<file path="config.mk">
export PLATFORM = sky130hd
export DESIGN_NAME = adder_pipe_nbits_flat
export DESIGN_NICKNAME = d
export VERILOG_FILES = /design/src/rtl/adder_pipe_nbits_if.sv /design/src/rtl/adder_pipe_nbits.sv /design/src/flat_wrapper.sv
export SDC_FILE = /design/constraint.sdc
export NUM_CORES = 1
export LEC_CHECK = 0
export CAP_MARGIN = 15
export CORE_MARGIN = 2
export CORE_UTILIZATION = 41
export DETAILED_ROUTE_END_ITERATION = 6
export GPL_TIMING_DRIVEN = 1
export PLACE_DENSITY = 0.63
export SYNTH_ARGS = -nofsm -noshare
export SYNTH_HDL_FRONTEND = slang
export SYNTH_SLANG_ARGS = --single-unit
</file>
<file path="constraint.sdc">
create_clock -name clk -period 6.6 [get_ports clk]
set_clock_uncertainty 0.2 [all_clocks]
set_input_delay 1.32 -clock clk [delete_from_list [all_inputs] [get_ports clk]]
set_output_delay 1.32 -clock clk [all_outputs]
set_load 0.05 [all_outputs]
</file>
<file path="src/rtl/adder_pipe_nbits_if.sv">
// rtl/adder_pipe_nbits_if.sv - operand/result handshake bundle for adder_pipe_nbits
interface adder_pipe_nbits_if #(
    parameter int WIDTH = 32
);
    logic             in_valid;
    logic             in_ready;
    logic [WIDTH-1:0] a;
    logic [WIDTH-1:0] b;
    logic             sub;
    logic             ci;
    logic             out_valid;
    logic             out_ready;
    logic [WIDTH-1:0] s;
    logic             co;
    logic             ovf;
    logic             zero;

    modport master (
        output in_valid, a, b, sub, ci, out_ready,
        input  in_ready, out_valid, s, co, ovf, zero
    );

    modport slave (
        input  in_valid, a, b, sub, ci, out_ready,
        output in_ready, out_valid, s, co, ovf, zero
    );
endinterface

</file>
<file path="src/rtl/adder_pipe_nbits.sv">
// rtl/adder_pipe_nbits.sv - pipelined carry-select adder/subtractor with valid/ready handshake
module adder_pipe_nbits #(
    parameter int WIDTH  = 32,
    parameter int BLK    = 4,
    parameter int STAGES = 2
) (
    input  logic               clk,
    input  logic               rst_n,
    adder_pipe_nbits_if.slave  bus
);
    localparam int SW   = WIDTH / STAGES;
    localparam int NB   = SW / BLK;
    localparam int LAST = STAGES - 1;

    // Block 0 ripples from the slice carry; later blocks precompute both carries and select.
    function automatic logic [SW:0] slice_add(input logic [SW-1:0] x, input logic [SW-1:0] y,
                                              input logic cin);
        logic [SW-1:0] sum;
        logic          c;
        logic [BLK:0]  r0;
        logic [BLK:0]  r1;
        logic [BLK:0]  r;
        c   = cin;
        sum = '0;
        for (int j = 0; j < NB; j++) begin
            r0 = {1'b0, x[j*BLK +: BLK]} + {1'b0, y[j*BLK +: BLK]};
            r1 = {1'b0, x[j*BLK +: BLK]} + {1'b0, y[j*BLK +: BLK]} + {{BLK{1'b0}}, 1'b1};
            if (j == 0) r = r0 + {{BLK{1'b0}}, c};
            else        r = c ? r1 : r0;
            sum[j*BLK +: BLK] = r[BLK-1:0];
            c = r[BLK];
        end
        return {c, sum};
    endfunction

    logic [WIDTH-1:0]  a_q  [STAGES];
    logic [WIDTH-1:0]  a_d  [STAGES];
    logic [WIDTH-1:0]  b_q  [STAGES];
    logic [WIDTH-1:0]  b_d  [STAGES];
    logic [WIDTH-1:0]  s_q  [STAGES];
    logic [WIDTH-1:0]  s_d  [STAGES];
    logic [STAGES-1:0] c_q, c_d;
    logic [STAGES-1:0] v_q, v_d;
    logic              ovf_q, ovf_d;
    logic              zero_q, zero_d;

    logic [WIDTH-1:0]  st_a [STAGES];
    logic [WIDTH-1:0]  st_b [STAGES];
    logic [WIDTH-1:0]  st_s [STAGES];
    logic [STAGES-1:0] st_c;
    logic [STAGES-1:0] st_v;
    logic [SW:0]       sl;
    logic [WIDTH-1:0]  nxt_s;
    logic              adv;
    logic              msb_cin;
    logic              unused_bits;

    assign adv = !v_q[LAST] || bus.out_ready;

    // Slice 0 takes the ports (b inverted for subtract); slice k takes slice k-1's registers.
    always_comb begin
        st_a[0] = bus.a;
        st_b[0] = bus.sub ? ~bus.b : bus.b;
        st_s[0] = '0;
        st_c[0] = bus.sub | bus.ci;
        st_v[0] = bus.in_valid;
        for (int k = 1; k < STAGES; k++) begin
            st_a[k] = a_q[k-1];
            st_b[k] = b_q[k-1];
            st_s[k] = s_q[k-1];
            st_c[k] = c_q[k-1];
            st_v[k] = v_q[k-1];
        end
    end

    always_comb begin
        sl    = '0;
        nxt_s = '0;
        for (int k = 0; k < STAGES; k++) begin
            sl    = slice_add(st_a[k][k*SW +: SW], st_b[k][k*SW +: SW], st_c[k]);
            nxt_s = st_s[k];
            nxt_s[k*SW +: SW] = sl[SW-1:0];
            a_d[k] = adv ? st_a[k] : a_q[k];
            b_d[k] = adv ? st_b[k] : b_q[k];
            s_d[k] = adv ? nxt_s   : s_q[k];
            c_d[k] = adv ? sl[SW]  : c_q[k];
            v_d[k] = adv ? st_v[k] : v_q[k];
        end
        // Carry into the MSB is recovered from the MSB operand bits and the MSB sum bit.
        msb_cin = st_a[LAST][WIDTH-1] ^ st_b[LAST][WIDTH-1] ^ s_d[LAST][WIDTH-1];
        ovf_d   = adv ? (msb_cin ^ c_d[LAST]) : ovf_q;
        zero_d  = adv ? (s_d[LAST] == '0) : zero_q;
    end

    always_ff @(posedge clk) begin
        if (!rst_n) begin
            a_q    <= '{default: '0};
            b_q    <= '{default: '0};
            s_q    <= '{default: '0};
            c_q    <= '0;
            v_q    <= '0;
            ovf_q  <= 1'b0;
            zero_q <= 1'b0;
        end else begin
            a_q    <= a_d;
            b_q    <= b_d;
            s_q    <= s_d;
            c_q    <= c_d;
            v_q    <= v_d;
            ovf_q  <= ovf_d;
            zero_q <= zero_d;
        end
    end

    always_comb begin
        unused_bits = 1'b0;
        for (int k = 0; k < STAGES; k++) begin
            unused_bits = unused_bits ^ (^a_q[k]) ^ (^b_q[k]) ^ (^s_q[k]);
        end
    end

    assign bus.in_ready  = adv;
    assign bus.out_valid = v_q[LAST];
    assign bus.s         = s_q[LAST];
    assign bus.co        = c_q[LAST];
    assign bus.ovf       = ovf_q;
    assign bus.zero      = zero_q;
endmodule

</file>
<file path="src/flat_wrapper.sv">
// flat-port wrapper written by rule: the top's interface ports become plain ports
module adder_pipe_nbits_flat 
#(
    parameter int WIDTH  = 32,
    parameter int BLK    = 4,
    parameter int STAGES = 2
)
  (clk, rst_n, bus_in_valid, bus_a, bus_b, bus_sub, bus_ci, bus_out_ready, bus_in_ready, bus_out_valid, bus_s, bus_co, bus_ovf, bus_zero);
  adder_pipe_nbits_if #(.WIDTH(WIDTH)) bus_i ();
  input  logic clk;
  input  logic rst_n;
  input wire logic [$bits(bus_i.in_valid)-1:0] bus_in_valid;
  input wire logic [$bits(bus_i.a)-1:0] bus_a;
  input wire logic [$bits(bus_i.b)-1:0] bus_b;
  input wire logic [$bits(bus_i.sub)-1:0] bus_sub;
  input wire logic [$bits(bus_i.ci)-1:0] bus_ci;
  input wire logic [$bits(bus_i.out_ready)-1:0] bus_out_ready;
  output wire logic [$bits(bus_i.in_ready)-1:0] bus_in_ready;
  output wire logic [$bits(bus_i.out_valid)-1:0] bus_out_valid;
  output wire logic [$bits(bus_i.s)-1:0] bus_s;
  output wire logic [$bits(bus_i.co)-1:0] bus_co;
  output wire logic [$bits(bus_i.ovf)-1:0] bus_ovf;
  output wire logic [$bits(bus_i.zero)-1:0] bus_zero;
  assign bus_i.in_valid = bus_in_valid;
  assign bus_i.a = bus_a;
  assign bus_i.b = bus_b;
  assign bus_i.sub = bus_sub;
  assign bus_i.ci = bus_ci;
  assign bus_i.out_ready = bus_out_ready;
  assign bus_in_ready = bus_i.in_ready;
  assign bus_out_valid = bus_i.out_valid;
  assign bus_s = bus_i.s;
  assign bus_co = bus_i.co;
  assign bus_ovf = bus_i.ovf;
  assign bus_zero = bus_i.zero;
  adder_pipe_nbits #(.WIDTH(WIDTH), .BLK(BLK), .STAGES(STAGES)) u_core (.clk(clk), .rst_n(rst_n), .bus(bus_i));
endmodule
</file>
==> reports/qor.yml, run 1 <==
outcome:
  status: "complete, no violations"
placed_design:
  dp_worst_setup_slack_ps: 1490
  hpwlAfterDp_mm: 8.85
  routabilityCongestion: 0.867
  dp_cells: 828
  io_port_bufs: 106
yosys:
  async_reset_ff_frac: 0
  ys_dominant_reg_cell: "dfxtp_1"
  mappedNetlistArea_um2: 5030
  postSynthNetCount: 719
  ys_seq_elements: 86
  yosysTopAreaCell: "dfxtp_1"
  synth_adder_area_share: 0.129
  synth_edf_count: 0
  syn-mean-instance-area_um2: 8.35
  muxShareOfSynthArea: 0.00820
  yosys.area_share.simple: 0.189
  post_synth_num_cell_types: 55
  fraction_of_the_mapped_netlist_area_in_compound_gates: 0.175
  netlist.area_leader.share: 0.342
  synth-seq-area-share: 0.342
  synth_commonest_cells: "91 x nand2_1, 86 x dfxtp_1, 56 x a21oi_1, 44 x nor2_1, 36 x ha_1"
  yosys.area_share.xor_xnor: 0.109
  number_of_warnings_printed_during_yosys_synthesis: 0
  dominant_combinational_cell_family_by_area_after_synthesis: "simple AND/OR/NAND/NOR gates"
  synth.most_common_cell: "nand2_1"
  syn_inst: 603
  cell_types_with_the_largest_area_share_after_synthesis: "dfxtp_1 34%, ha_1 8.9%, nand2_1 6.8%"
setup_path:
  crit_fanout: 49
  critical_path.max_stage_delay_ps: 890
  crit_path_start_kind: "primary input"
  cp-end-kind: "primary output"
  critical_path.slowest_cell: "clkdlybuf4s50_1"
  arrival_ps: 3310
  critical_path.cell_chain: "clkdlybuf4s50_1, nor2b_4, clkinv_2, clkdlybuf4s50_1"
  crit_type: "primary input to primary output"
  critPathRequiredTime_ps: 5080
  critical-path-top-cell-by-count: "clkdlybuf4s50_1"
floorplan:
  row_count: 40
  boundaryPins: 107
  floorplan.die_area_um2: 13200
  die_w_um: 115
  coreArea_um2: 12000
  die_y_um: 115
  floorplan.initialDensity: 0.419
finish:
  final_net_count: 808
  diodes: 0
  multi_input_comb_area_um2: 3080
  area_delta_synth_final_pct: 29.4
  register_area_um2: 1720
  fillers: 1161
  drive_above_1_share: 0.0531
  stdcell_count: 844
sta:
  layout_setup_ws_ps: 1770
  maxSlewHeadroom: 0.452
  clock.fmax_ghz: 0.207
  timing.final.setup_violations: 0
  hold_violations: 0
  worstMarginPinSlew_ps: 821
  grt_setup_unrepaired: "no"
  slew_violations: 0
  min_period_over_period: 0.733
  period_minus_slack_ps: 4830
  timing.setup.tns_ps: 0
cts:
  clk_pin_slew_worst_paths_ps: 60
  latest_clock_arrival_within_the_worst_skew_pair_ps: 340
  post_cts_hold_buffer_count: 0
  post_cts.repair.setup_buffers: 0
  cts_num_sinks: 86
  clock_tree.root_cell: "clkbuf_16"
  clock_tree.htree_level_count: 3
  cts_tree: "done"
  total_clock_buffers_created_by_cts: 9
  cts-root-to-sink-buffers: 2
  quantity_of_gates_resized_following_cts: 0
power_and_ir_drop:
  max-vdd-ir-drop_v: 0.000112
  post-layout-total-power_mw: 1.72
  power_density_nw_per_um2: 263
  power.leakage_nw: 2.80
global_route:
  number_of_global_route_vias_before_repair: 4306
  globalRoute.totalOverflow: 0
  grt_start_max_net_pins: 69
  grt_use_total: 0.187
  wire_length_of_the_first_global_routing_pass_mm: 19.8
  antenna_found_initial: 0
job:
  cap_viol_max_count: 0
drt:
  route.detailed.vias_per_inst: 5.21
  route.vias.total: 4400
  drt_pre_antenna_iters: 4
  routed_wirelength_mm: 12.0
  routed_wire_length_per_instance_um: 14.2
  dr.first_iter.drc_count: 219
  drc_errors: 0
  final_antenna_net_count: 0
worst_hold_path:
  hold_path.class: "flop to flop"
## metrics by stage
stage	util	hold WS, ps	instance area (µm²)
detailed placement	0.516	245	6190
CTS	0.543	253	6520
global placement	0.516	241	6190
finish	0.543	252	6520
global route	0.543	281	6520
floorplan	-	232	5030
## cell type report
cell class,count,area share
flip-flops and latches,86,0.264
clock buffers,9,0.0346
multi-input cells,453,0.473
inverters,32,0.0186
well taps,147,0.0282
repair buffers,110,0.167
clock inverters,7,0.0150
## registers in the layout, summed over array words and instances, names as in the netlist
name and flops:
u_core.nxt_s 16, u_core.b_q 16, u_core.bus.zero 1, u_core.v_q 2, u_core.bus.ovf 1, u_core.c_q 2, u_core.a_q 16, u_core.bus.s 32
## worst max-delay path: cells and delay by family
family	cells	cell delay, ps
buf+inv	3	1850
simple gates	1	130
## routing by layer
| layer | wire [µm] | track usage |
|---|---|---|
| met1 | 5730 | 0.245 |
| met2 | 5410 | 0.308 |
| met3 | 555 | 0.0311 |
| met4 | 264 | 0.0787 |
| met5 | 0 | 0 |
## where the power goes
group          internal, mW  switching, mW
sequential            0.584         0.0454
combinational         0.233          0.305
clock                 0.333          0.216
total                  1.15          0.567
## placed cells by master, fill, tap and decap left out, drive strengths merged, types with 2 or more instances in the layout
cell type,synthesis,routed
nor4,5,5
inv,31,32
nor3b,3,3
a21o,13,13
xnor2,28,28
and2,7,7
fa,10,10
a21oi,56,56
or3,3,3
a31oi,5,5
nand2,92,92
buf,3,5
nand3,8,8
nand2b,4,4
clkbuf,29,9
a21boi,2,2
ha,36,36
nor2,44,44
and4,3,3
o2111ai,2,2
or4,2,2
and3,7,7
clkdlybuf4s50,0,105
mux2i,3,3
o21ai,19,19
bufinv,0,2
xor2,31,31
nor3,8,8
o211ai,3,3
dfxtp,86,86
o31ai,4,4
a211oi,27,27
nor2b,6,6
clkinv,1,4
nand4,7,7
o211a,3,3
## final timing paths
check	from	depth (start not counted)	endpoint	slack, ps
max reg2reg	u_core.c_q[0]	12	u_core.bus.ovf	2970
max	bus_out_ready	4	bus_in_ready	1770
min	u_core.v_q[0]	2	u_core.v_q[0]	250
min reg2reg	u_core.v_q[0]	2	u_core.v_q[0]	250
## kinds of logic (layout without fill, tap and decap cells)
| kind of cell | Yosys count | after routing |
|---|---|---|
| XOR/XNOR | 60 | 60 |
| AND/OR/NAND/NOR | 204 | 204 |
| buffers and inverters | 64 | 158 |
| AO/OA/AOI/OAI | 139 | 139 |
| flip-flops | 86 | 86 |
| multiplexers | 4 | 4 |
| adder cells (fa/ha/maj) | 46 | 46 |
Power figures use the tool's default switching activity.
==> run 2, diff against run 1 <==
==> constraint.sdc (replaced) <==
create_clock -name clk -period 5 [get_ports clk]
set_clock_uncertainty 0.2 [all_clocks]
set_input_delay 1 -clock clk [delete_from_list [all_inputs] [get_ports clk]]
set_output_delay 1 -clock clk [all_outputs]
set_load 0.05 [all_outputs]
==> run 2 against run 1 <==
Non-clock buffer count rose by 5. Clock power rose by 19%. Cell count up 0.36%. Die area stayed put. Critical path depth grew 9. Sequential share of layout area barely moved. Critical path type is now primary input to flop. Critical endpoint is now u_core.nxt_s[13]. Power increased by 28%.
==> reports/qor.yml, run 2 (synthesis gave the netlist of run 1 again) <==
drt:
  drc_errors: 0  # unchanged
  drt_pre_antenna_iters: 4  # unchanged
  routed_wire_length_per_instance_um: 14.2  # +0.24%
  dr.first_iter.drc_count: 165  # -25%
  route.vias.total: 4366  # -0.77%
  route.detailed.vias_per_inst: 5.15  # -1.1%
  routed_wirelength_mm: 12.0  # +0.59%
  final_antenna_net_count: 0  # unchanged
setup_path:
  crit_type: "primary input to flop"
  critical-path-top-cell-by-count: "fa_1"
  crit_fanout: 8  # -84%
  crit_path_start_kind: "primary input"
  path_delay_family: "adder cells"
  cp-end-kind: "flop"
  critPathRequiredTime_ps: 5000  # -80 ps
  arrival_ps: 4150  # +840 ps
  critical_path.cell_chain: "clkdlybuf4s50_1, xnor2_1, fa_1, fa_1, nor2b_1, o21ai_0, a21boi_1, a31oi_1, nor4_1, xor2_1, buf_4, mux2i_1, a21oi_1"
  critical_path.max_stage_delay_ps: 430  # -460 ps
  critical_path.slowest_cell: "fa_1"
  timing.critical_path.buf_inv: 2  # -1
placed_design:
  dp_worst_setup_slack_ps: 507  # -982 ps
  hpwlAfterDp_mm: 9.00  # +1.7%
  io_port_bufs: 106  # unchanged
  routabilityCongestion: 0.882  # +1.8%
global_route:
  globalRoute.totalOverflow: 0  # unchanged
  number_of_global_route_vias_before_repair: 4182  # -2.9%
  grt_start_max_net_pins: 66  # -4.3%
  wire_length_of_the_first_global_routing_pass_mm: 19.6  # -1.1%
  antenna_found_initial: 1  # +1
  grt_use_total: 0.188  # +0.000494
cts:
  quantity_of_gates_resized_following_cts: 0  # unchanged
  clk_pin_slew_worst_paths_ps: 60  # about the same
  cts_num_sinks: 86  # unchanged
  post_cts.repair.setup_buffers: 0  # unchanged
  cts_tree: "done"
  clock_tree.root_cell: "clkbuf_16"
  clock_tree.htree_level_count: 3  # unchanged
  total_clock_buffers_created_by_cts: 9  # unchanged
  post_cts_hold_buffer_count: 0  # unchanged
  latest_clock_arrival_within_the_worst_skew_pair_ps: 330  # about the same
  cts-root-to-sink-buffers: 2  # unchanged
sta:
  period_minus_slack_ps: 4150
  timing.final.setup_violations: 0  # unchanged
  clock.fmax_ghz: 0.241
  grt_setup_unrepaired: "no"
  timing.setup.tns_ps: 0  # unchanged
  hold_violations: 0  # unchanged
  worstMarginPinSlew_ps: 709  # -112 ps
  slew_violations: 0  # unchanged
  layout_setup_ws_ps: 853  # -912 ps
  maxSlewHeadroom: 0.523  # +0.0714
  min_period_over_period: 0.829
finish:
  final_common_cell: "clkdlybuf4s50_1"
  core_occupancy_in_the_finished_layout: 0.542  # -0.000625
  area_delta_synth_final_pct: 29.3
  drive_above_1_share: 0.0558  # +0.00271
  fillers: 1162  # +0.086%
  final_net_count: 813  # +0.62%
  multi_input_comb_area_um2: 3080  # unchanged
  register_area_um2: 1720  # unchanged
  largest_register_ffs: 32  # unchanged
  final_cell_mix: "104 x clkdlybuf4s50_1, 91 x nand2_1, 86 x dfxtp_1"
power_and_ir_drop:
  power.leakage_nw: 2.80  # +0.13%
  max-vdd-ir-drop_v: 0.000147  # +32%
  post-layout-total-power_mw: 2.19  # +28%
  power_density_nw_per_um2: 337  # +28%
floorplan:
  die_y_um: 115  # unchanged
  coreArea_um2: 12000  # unchanged
  row_count: 40  # unchanged
  boundaryPins: 107  # unchanged
  floorplan.initialDensity: 0.419  # unchanged
  die_w_um: 115  # unchanged
  floorplan.die_area_um2: 13200  # unchanged
job:
  cap_viol_max_count: 0  # unchanged
outcome:
  status: "complete, no violations"
worst_hold_path:
  hold_path.class: "flop to flop"
## run 2: through the flow
step / hold WS (ps) / std cells / area [µm²]
2_1_floorplan: 232 / 603 / 5040
3_3_place_gp: 240 / 833 / 6230
3_5_place_dp: 250 / 833 / 6230
4_1_cts: 257 / 846 / 6510
5_1_grt: 278 / 846 / 6510
6_report: 256 / 847 / 6510
## run 2: worst reg2reg max path: stages, from the launching register on
cell and delay [ps]:
dfxtp_1 310, inv_1 90, fa_1 440, inv_1 80, fa_1 190, and3_1 260
o211a_1 230, a31oi_1 150, o31ai_1 660, and4_1 320, xor2_1 200, xnor3_1 250
a21oi_1 130
## run 2: final timing paths
kind                                        from               end  slack, ps  cells after the start
worst max-delay path                    bus_b[0]  u_core.nxt_s[13]        850                     13
worst min-delay path            u_core.bus.s[11]  u_core.bus.s[11]        260                      2
worst max register to register     u_core.c_q[0]    u_core.bus.ovf       1430                     12
worst min register to register  u_core.bus.s[11]  u_core.bus.s[11]        260                      2
## run 2: routing by layer
metal / GRT usage / wire length, µm
met4: 0.0530 / 100
met3: 0.0416 / 528
met5: 0 / 0
met2: 0.315 / 5630
met1: 0.245 / 5770
## run 2: area by class of cell
type                            count  share of cell area
Clock buffer                       11              0.0373
Inverter                           32              0.0186
Sequential cell                    86               0.265
Multi-Input combinational cell    453               0.473
Clock inverter                      2             0.00538
Timing Repair Buffer              115               0.172
Antenna cell                        1            0.000384
Tap cell                          147              0.0283
## run 2: power by group
group,internal [mW],switching (mW)
registers,0.770,0.0601
logic,0.311,0.401
clock network,0.392,0.259
